**src/rtl/uart_receiver.sv**
```systemverilog
// -----------------------------------------------------------------------------
// uart_receiver
//   Serial-to-parallel UART receiver. Frame: 1 start bit (0), 8 data bits
//   LSB first, 1 or 2 stop bits (1); the line idles high. The line is
//   synchronised, each bit is sampled mid-period, and the received byte is
//   offered on a valid/ready handshake. Framing and overrun errors are
//   reported as sticky flags.
//
// Parameters
//   CLKS_PER_BIT  clk cycles per serial bit (4 or more)
//
// Ports
//   clk          in   system clock, rising edge
//   rst          in   synchronous, active-high reset
//   serial_in    in   asynchronous serial line
//   stop_2       in   1 = two stop bits expected (latched at start acceptance)
//   rx_ready     in   consumer takes data_out when high with byte_valid
//   err_clr      in   one-cycle pulse, clears both sticky error flags
//   data_out     out  last received byte
//   byte_valid   out  data_out holds an unconsumed byte
//   framing_err  out  sticky, a stop bit was sampled 0
//   overrun_err  out  sticky, a byte completed while the previous was unconsumed
//   busy         out  high in every state except IDLE
//   bit_cnt_out  out  data bits received in the current frame (0..8)
// -----------------------------------------------------------------------------
module uart_receiver #(
  parameter int CLKS_PER_BIT = 16
) (
  input  logic       clk,
  input  logic       rst,
  input  logic       serial_in,
  input  logic       stop_2,
  input  logic       rx_ready,
  input  logic       err_clr,
  output logic [7:0] data_out,
  output logic       byte_valid,
  output logic       framing_err,
  output logic       overrun_err,
  output logic       busy,
  output logic [3:0] bit_cnt_out
);

  localparam int CNT_W = $clog2(CLKS_PER_BIT);
  localparam logic [CNT_W-1:0] HALF_LAST = CNT_W'(CLKS_PER_BIT / 2 - 1);
  localparam logic [CNT_W-1:0] BIT_LAST  = CNT_W'(CLKS_PER_BIT - 1);

  typedef enum logic [2:0] {
    IDLE,
    START,
    DATA,
    STOP1,
    STOP2
  } state_t;

  state_t           state;
  logic             sync1;
  logic             rx_s;
  logic             rx_prev;
  logic [CNT_W-1:0] cnt;
  logic [7:0]       shift;
  logic             stop2_q;

  logic fall;
  logic bit_tick;
  logic in_stop;
  logic complete;
  logic stop_bad;

  assign fall     = rx_prev & ~rx_s;
  assign bit_tick = (cnt == BIT_LAST);
  assign in_stop  = (state == STOP1) || (state == STOP2);
  // A good stop bit ends the frame unless a second stop bit is still due.
  assign complete = bit_tick && rx_s &&
                    ((state == STOP2) || ((state == STOP1) && !stop2_q));
  assign stop_bad = bit_tick && !rx_s && in_stop;

  // NOTE: every register here is assigned with <= so all of them update from
  // the same pre-edge values; later assignments in the block override earlier
  // ones, which is how "set wins over clear" is expressed below.
  always_ff @(posedge clk) begin
    if (rst) begin
      state       <= IDLE;
      sync1       <= 1'b1;
      rx_s        <= 1'b1;
      rx_prev     <= 1'b1;
      cnt         <= '0;
      shift       <= '0;
      stop2_q     <= 1'b0;
      data_out    <= '0;
      byte_valid  <= 1'b0;
      framing_err <= 1'b0;
      overrun_err <= 1'b0;
      busy        <= 1'b0;
      bit_cnt_out <= '0;
    end else begin
      sync1   <= serial_in;
      rx_s    <= sync1;
      rx_prev <= rx_s;

      if (err_clr) begin
        framing_err <= 1'b0;
        overrun_err <= 1'b0;
      end

      if (byte_valid && rx_ready) begin
        byte_valid <= 1'b0;
      end

      if (complete) begin
        if (byte_valid && !rx_ready) begin
          overrun_err <= 1'b1;
        end else begin
          data_out   <= shift;
          byte_valid <= 1'b1;
        end
      end

      if (stop_bad) begin
        framing_err <= 1'b1;
      end

      case (state)
        IDLE: begin
          if (fall) begin
            cnt     <= '0;
            stop2_q <= stop_2;
            state   <= START;
            busy    <= 1'b1;
          end
        end

        START: begin
          if (cnt == HALF_LAST) begin
            cnt <= '0;
            if (!rx_s) begin
              bit_cnt_out <= '0;
              state       <= DATA;
            end else begin
              // Line back high at mid start bit: treat as a glitch.
              state <= IDLE;
              busy  <= 1'b0;
            end
          end else begin
            cnt <= cnt + CNT_W'(1);
          end
        end

        DATA: begin
          if (bit_tick) begin
            cnt         <= '0;
            shift       <= {rx_s, shift[7:1]};
            bit_cnt_out <= bit_cnt_out + 4'd1;
            if (bit_cnt_out == 4'd7) begin
              state <= STOP1;
            end
          end else begin
            cnt <= cnt + CNT_W'(1);
          end
        end

        STOP1: begin
          if (bit_tick) begin
            cnt <= '0;
            if (rx_s && stop2_q) begin
              state <= STOP2;
            end else begin
              state <= IDLE;
              busy  <= 1'b0;
            end
          end else begin
            cnt <= cnt + CNT_W'(1);
          end
        end

        STOP2: begin
          if (bit_tick) begin
            cnt   <= '0;
            state <= IDLE;
            busy  <= 1'b0;
          end else begin
            cnt <= cnt + CNT_W'(1);
          end
        end

        default: begin
          state <= IDLE;
          busy  <= 1'b0;
        end
      endcase
    end
  end

endmodule
```
**config.mk**
```make
export PLATFORM = sky130hd
export DESIGN_NAME = uart_receiver
export DESIGN_NICKNAME = d
export VERILOG_FILES = /design/src/rtl/uart_receiver.sv
export SDC_FILE = /design/constraint.sdc
export NUM_CORES = 1
export LEC_CHECK = 0
export CAP_MARGIN = 20
export CORE_ASPECT_RATIO = 0.75
export CORE_UTILIZATION = 50
export CTS_BUF_LIST = sky130_fd_sc_hd__clkbuf_4
export DETAILED_ROUTE_END_ITERATION = 16
export PLACE_DENSITY = 0.82
export SLEW_MARGIN = 20
export SYNTH_ARGS = -nofsm -noshare
export SYNTH_HDL_FRONTEND = slang
export SYNTH_SLANG_ARGS = --single-unit
```
**constraint.sdc**
```tcl
create_clock -name clk -period 3.12 [get_ports clk]
set_input_delay 0.312 -clock clk [delete_from_list [all_inputs] [get_ports clk]]
set_output_delay 0.312 -clock clk [all_outputs]
set_load 0.01 [all_outputs]
```
==> results by group, run 1 <==
Placed design
  – Gpl congestion: ~0.84
  – PortBufs: 21
  – Hpwl dp: about 2400 µm

Layout
  – Layout cells sized above 1: about 8.7%
  – Antenna Cells: 0
  – Final nets: about 210
  – Footprint of the multi-input gates: between 800 and 900 µm²
  – Fill cells: roughly 260
  – Sequential Area: approximately 700 µm²
  – Most common cell after layout, fill and taps aside: nand2_1
  – Commonest cells after routing, fill and taps aside: 38 x nand2_1, 35 x dfxtp_1, 21 x clkdlybuf4s50_1
  – Area Growth Syn to Fin: 17.99%

Synthesis
  – Dominant cell type by area after synthesis: dfxtp_1
  – Fraction of registers with async set/reset: 0%
  – Sequential area share after synthesis: a little over two fifths
  – Yosys reg bits: 35
  – Library cells used by synthesis: between 40 and 50
  – Synthesized netlist net count: roughly 200
  – Primary FF master, synth: dfxtp_1
  – Top cell type's share of synthesized area: a little over two fifths
  – Yosys warns: 0
  – Syn avg cell area: 8.545 µm²
  – Mapped Cells: between 150 and 200
  – Largest cells by area after synthesis: dfxtp_1 44%, nand2_1 8.9%, a21oi_1 5.6%, mux2i_1 5.6%, nor2_1 3.0%
  – Number of flops mapped to enable cells by yosys: 0
  – Cell area after synthesis: 1607 µm²

Clocking
  – CTS resizes: 0
  – Clk_lat worst skew: about 0.34 ns
  – Clk sinks: 35
  – CTS tree: built
  – Root buffer cell: clkbuf_4
  – H-tree depth: 2
  – Max Buffers Root-to-Sink: 2
  – Setup Fix Bufs, Post-CTS: 0
  – Clk pin slew, worst setup/hold paths: ~0.12 ns
  – Total CTS buffers: 5
  – Hold buffer count at cts: 0

Floorplan
  – DIE AREA: between 3000 and 4000 µm²
  – Core area: ~3000 µm²
  – Number of I/O pins: 22
  – Die H: 51.09 µm
  – Initial Utilization: 53.57%
  – Die X: 67.46 µm
  – Row cnt: 17

Drt
  – Router iterations before antenna repair: 4
  – Vias: approximately 1400
  – Via density: 5.758
  – Initial DRC Count: between 70 and 80
  – Number of nets still failing antenna checks after routing: 0
  – WL final: 3343 µm
  – Remaining DRCs: 0
  – Drt wl/cell: between 10 and 15 µm

Worst hold path
  – Hold Path Origin: sync1$_SDFF_PP1_
  – Hold endpoint: rx_s$_SDFF_PP1_
  – Hold Crit Depth: 1
  – Hold crit path type: reg2reg

Power and ir drop
  – NetSw: roughly 0.00019 W
  – Power share of the sequential group: 55.6%
  – Switching share of power: a little under a quarter
  – Pleak: around 0.6 nW
  – Max VDD drop: around 0.00026 V
  – Clock share of power: around 40%
  – Power per cell area: 433.6 nW/µm²
  – Internal power: between 0.0006 and 0.0007 W
  – Combinational share of power: roughly 4.2%

Timing
  – Max-slew headroom: between 50% and 60%
  – Post-layout minimum cycle time: roughly 2.1 ns
  – RSZ-0062 raised after global routing: false
  – Sum of negative setup slack: 0 ns
  – Hold Violations, Final: 0
  – Final worst path period share: between 60 and 70%
  – Worst Max-Slew Pin Slew: between 0.6 and 0.7 ns
  – # setup viols final: 0
  – Max-slew violations: 0
  – Clk_skew: roughly 0.015 ns
  – Hold Slack: approximately 0.42 ns
  – Fmax: approximately 470 MHz

Run status
  – Status: finished, final reports clean

Setup path
  – Buf/Inv on CP: 0
  – CP Cell Sequence: or3b_1 > a21oi_2 > and4b_1 > mux2i_1
  – Crit Reg-Reg Endpoint: data_out[3]$_SDFFE_PP0P_
  – Setup CP Type: reg2reg
  – Worst-path fanout max: 13
  – R2r startpoint: state[2]$_SDFFE_PP0P_
  – CP Data Required Time: around 3.4 ns
  – CP Data Arrival Time: 2.41 ns
  – R2r setup slk: 0.99 ns
  – CP startpoint kind: register
  – Cell family with most CP delay: simple AND/OR/NAND/NOR gates
  – R2R cell count: 4
  – CP endpoint kind: register
  – CP max stage delay: approximately 0.6 ns
  – Slowest CP cell: dfxtp_1

GRT
  – Global-route track usage on met1: a little under a third
  – GR Overflow Total: 0
  – GRT met3 Usage: ~5.4%
  – M2 GR Usage: between 30% and 40%
  – Busiest grt layer: met2
  – Vias in the first global route: 1258
  – Largest net degree at the start of global routing: 20
  – Antenna violations before repair: 0
  – First-pass GRT wire length: around 5700 µm
  – Gr usage total: between 20% and 30%

Run
  – MaxCap Viol Count: 0
[metal layers]
layer  up-vias  part of all wire [%]  routed length, µm
met4         0                   1.4                 48
met3         7                   6.6                220
met2        58                    43               1453
met5         -                     0                  0
li1        693                     -                  -
met1       647                    48               1620
[worst reg2reg max path: stages (launching register included)]
cell	delay [ns]
dfxtp_1	0.60
or3b_1	0.47
a21oi_2	0.22
and4b_1	0.52
mux2i_1	0.25
[synthesized netlist by cell type, types with 2 or more instances]
cell       n
mux2i_1    9
o221a_2    2
nand3_1    6
o22ai_1    2
nand2b_1   5
nand2_1   38
a31oi_1    2
nand4_1    2
inv_1      3
nand3b_1   2
nor2_1    13
clkbuf_1   9
dfxtp_1   35
ha_1       2
or2_2      3
xor2_1     2
o21ai_0    5
nor2b_1    2
a21oi_1   18
o31ai_1    2
[power by group through the flow]
| stage | Clock, W | Combinational, W | Sequential (W) |
|---|---|---|---|
| 6_report | 0.000331 | 0.0000341 | 0.000457 |
| 5_1_grt | 0.000355 | 0.0000379 | 0.000459 |
| 4_1_cts | 0.000334 | 0.0000337 | 0.000457 |
| 3_5_place_dp | 0 | 0.0000335 | 0.000467 |
| 3_3_place_gp | 0 | 0.0000328 | 0.000467 |
| 2_1_floorplan | 0 | 0.0000238 | 0.000464 |
[cells by family after synthesis]
group,after synthesis,share of synthesized area [%]
AND/OR/NAND/NOR,81,24.77
AO/OA/AOI/OAI,42,18.30
flip-flops,35,43.61
buffers and inverters,16,4.517
multiplexers,9,5.608
XOR/XNOR,3,1.636
adder cells (fa/ha/maj),2,1.557
[through the flow]
step | setup slack, ns | cells | utilization [%] | power (W) | instance area (µm²)
2_1_floorplan | 1.526 | 188 | - | 0.0004878 | 1607
3_3_place_gp | 1.166 | 236 | 60.49 | 0.0004998 | 1814
3_5_place_dp | 1.027 | 236 | 60.49 | 0.0005009 | 1814
4_1_cts | 0.9974 | 244 | 63.20 | 0.0008253 | 1896
5_1_grt | 0.8600 | 244 | 63.20 | 0.0008514 | 1896
6_report | 0.9884 | 244 | 63.20 | 0.0008220 | 1896
[area by class of cell]
class                           count  area share, %
Sequential cell                    35          36.96
Timing Repair Buffer               22          11.49
Tap cell                           38          2.508
Clock buffer                        5          1.980
Inverter                            4         0.7921
Clock inverter                      3          2.310
Multi-Input combinational cell    137          43.96
[flip-flops by register name, indices dropped and copies added (netlist names), 3 cells and up]
signal and count:
shift 8, data_out 8, cnt 4, state 3, bit_cnt_out 4
[worst max path at each step]
stage                     cells past startpoint  slack, ns                       end                   from
after floorplan                               6       1.53  data_out[0]$_SDFFE_PP0P_  state[1]$_SDFFE_PP0P_
after global placement                        4       1.17  data_out[0]$_SDFFE_PP0P_  state[2]$_SDFFE_PP0P_
after detailed placement                      4       1.03  data_out[3]$_SDFFE_PP0P_  state[2]$_SDFFE_PP0P_
after CTS                                     4        1.0  data_out[3]$_SDFFE_PP0P_  state[2]$_SDFFE_PP0P_
after global routing                          4       0.86  data_out[3]$_SDFFE_PP0P_  state[2]$_SDFFE_PP0P_
final                                         4       0.99  data_out[3]$_SDFFE_PP0P_  state[2]$_SDFFE_PP0P_
No activity file was read; power rests on OpenSTA's default activity.
==> run 2: changes to the inputs <==
clock period = 2.1 ns   (was 3.12 ns; I/O delays follow)
==> run 2 against run 1 <==
  * Global-route usage hardly changed
  * Setup slack worse by 0.82 ns
  * Critical endpoint is now data_out[7]$_SDFFE_PP0P_
  * Critical path depth is 1 higher
  * Flip-flop and latch count stayed put
  * Design area is 2.8% higher
  * Combinational power is 59% higher
  * Register-to-register slack worse by 0.82 ns
==> results by group, run 2 (same netlist as run 1, synthesis figures left out) <==
Timing
  – Max-slew violations: 0 (unchanged)
  – Hold Slack: 0.4097 ns (-0.01007 ns)
  – Fmax: 517.5 MHz (+10%)
  – Final worst path period share: 92.02% (+24 points)
  – Sum of negative setup slack: 0 ns (unchanged)
  – # setup viols final: 0 (unchanged)
  – RSZ-0062 raised after global routing: false
  – Max-slew headroom: 60.25% (+3.8 points)
  – Hold Violations, Final: 0 (unchanged)
  – Clk_skew: 0.01773 ns (+0.003156 ns)
  – Worst Max-Slew Pin Slew: 0.5931 ns (-0.05700 ns)
  – Post-layout minimum cycle time: 1.932 ns (-0.1992 ns)

Setup path
  – CP Data Arrival Time: 2.22 ns (-0.19 ns)
  – CP Data Required Time: 2.38 ns (-1.02 ns)
  – CP startpoint kind: register
  – CP max stage delay: 0.51 ns (-0.09 ns)
  – Cell family with most CP delay: simple AND/OR/NAND/NOR gates
  – CP endpoint kind: register
  – Buf/Inv on CP: 0 (unchanged)
  – Worst-path fanout max: 8 (-5)
  – Slowest CP cell: and4b_1
  – CP Cell Sequence: ha_1 > nand3_1 > a21oi_2 > and4b_1 > mux2i_1
  – Setup CP Type: reg2reg

Power and ir drop
  – NetSw: 0.0002771 W (+48%)
  – Power share of the sequential group: 50.5% (-5.1 points)
  – Max VDD drop: 0.0004762 V (+84%)
  – Pleak: 0.6245 nW (+4.6%)
  – Clock share of power: 45.5% (+5.3 points)
  – Internal power: 0.001066 W (+68%)
  – Switching share of power: 20.64% (-2.1 points)
  – Combinational share of power: 4.0% (-0.2 points)
  – Power per cell area: 689.0 nW/µm² (+59%)

Clocking
  – Clk pin slew, worst setup/hold paths: 0.12 ns (about the same)
  – CTS resizes: 0 (unchanged)
  – Root buffer cell: clkbuf_4
  – Setup Fix Bufs, Post-CTS: 0 (unchanged)
  – Total CTS buffers: 5 (unchanged)
  – Clk sinks: 35 (unchanged)
  – Hold buffer count at cts: 0 (unchanged)
  – Clk_lat worst skew: 0.35 ns (about the same)
  – Max Buffers Root-to-Sink: 2 (unchanged)
  – H-tree depth: 2 (unchanged)
  – CTS tree: built

Layout
  – Sequential Area: 700.7 µm² (unchanged)
  – Final nets: 217 (+1.9%)
  – Design area: 1949 µm² (+2.8%)
  – Most common cell after layout, fill and taps aside: nand2_1
  – Area Growth Syn to Fin: 21.34%
  – Antenna Cells: 0 (unchanged)
  – Top flop regs: data_out (8), shift (8)
  – Layout cells sized above 1: 10.48% (+1.7 points)
  – Fill cells: 255 (-3.0%)
  – Footprint of the multi-input gates: 833.3 µm² (unchanged)
  – Commonest cells after routing, fill and taps aside: 38 x nand2_1, 35 x dfxtp_1, 21 x clkdlybuf4s50_1

Drt
  – Vias: 1377 (-2.0%)
  – Initial DRC Count: 90 (+27%)
  – WL final: 3344 µm (about the same)
  – Via density: 5.552 (-3.6%)
  – Number of nets still failing antenna checks after routing: 0 (unchanged)
  – Drt wl/cell: 13.48 µm (-1.6%)
  – Remaining DRCs: 0 (unchanged)
  – Router iterations before antenna repair: 6 (+2)

Floorplan
  – Core area: 2999 µm² (unchanged)
  – Number of I/O pins: 22 (unchanged)
  – Die H: 51.09 µm (unchanged)
  – Die X: 67.46 µm (unchanged)
  – DIE AREA: 3446 µm² (unchanged)
  – Initial Utilization: 53.57% (unchanged)
  – Row cnt: 17 (unchanged)

GRT
  – Largest net degree at the start of global routing: 18 (-10%)
  – First-pass GRT wire length: 5630 µm (-0.72%)
  – Vias in the first global route: 1269 (+0.87%)
  – GR Overflow Total: 0 (unchanged)
  – Antenna violations before repair: 0 (unchanged)
  – Gr usage total: 22.09% (-0.026 points)

Placed design
  – Gpl congestion: 0.8446 (about the same)
  – Placed instance area: 1844 µm² (+1.7%)
  – Hpwl dp: 2476 µm (+2.8%)
  – PortBufs: 21 (unchanged)

Run status
  – Status: finished, final reports clean

Run
  – MaxCap Viol Count: 0 (unchanged)

Worst hold path
  – Hold crit path type: in2reg
run 2: final cells by class:
type	instances	area share, %
Clock buffer	5	1.926
Clock inverter	3	3.466
Tap cell	38	2.439
Inverter	4	0.7702
Timing Repair Buffer	26	12.71
Sequential cell	35	35.94
Multi-Input combinational cell	137	42.75
run 2: worst paths after layout:
check / slack, ns / end / cells after the start / start
setup / recovery: 0.17 / data_out[7]$_SDFFE_PP0P_ / 5 / cnt[0]$_SDFFE_PP0P_
hold / removal: 0.41 / stop2_q$_SDFFE_PP0P_ / 3 / stop_2
setup reg to reg: 0.17 / data_out[7]$_SDFFE_PP0P_ / 5 / cnt[0]$_SDFFE_PP0P_
hold reg to reg: 0.44 / rx_s$_SDFF_PP1_ / 1 / sync1$_SDFF_PP1_
run 2: worst min-delay path, cell delays in order:
cell and delay, ns:
clkdlybuf4s50_1 0.40, nand2_1 0.06, a21oi_1 0.05
run 2: through the flow:
step / total power [W] / worst slack [ns] / util, % / instances
global placement: 0.0007447 / 0.3086 / 61.49 / 240
detailed placement: 0.0007470 / 0.1842 / 61.49 / 240
finish: 0.001343 / 0.1676 / 65.00 / 248
floorplan: 0.0007247 / 0.5058 / - / 188
global route: 0.001387 / 0.04124 / 65.00 / 248
CTS: 0.001352 / 0.1661 / 65.00 / 248
run 2: power by group through the flow:
stage               Clock (W)  Sequential, W  Combinational, W
floorplan                   0       0.000689         0.0000354
global placement            0       0.000692         0.0000527
detailed placement          0       0.000693         0.0000539
CTS                  0.000619       0.000678         0.0000543
global route         0.000648       0.000680         0.0000600
finish               0.000610       0.000678         0.0000542
run 2: metal layers:
metal  track usage (%)  wire length (µm)
met1             30.52              1711
met2             31.83              1414
met3             5.580               145
met4             10.28                72
met5                 0                 0
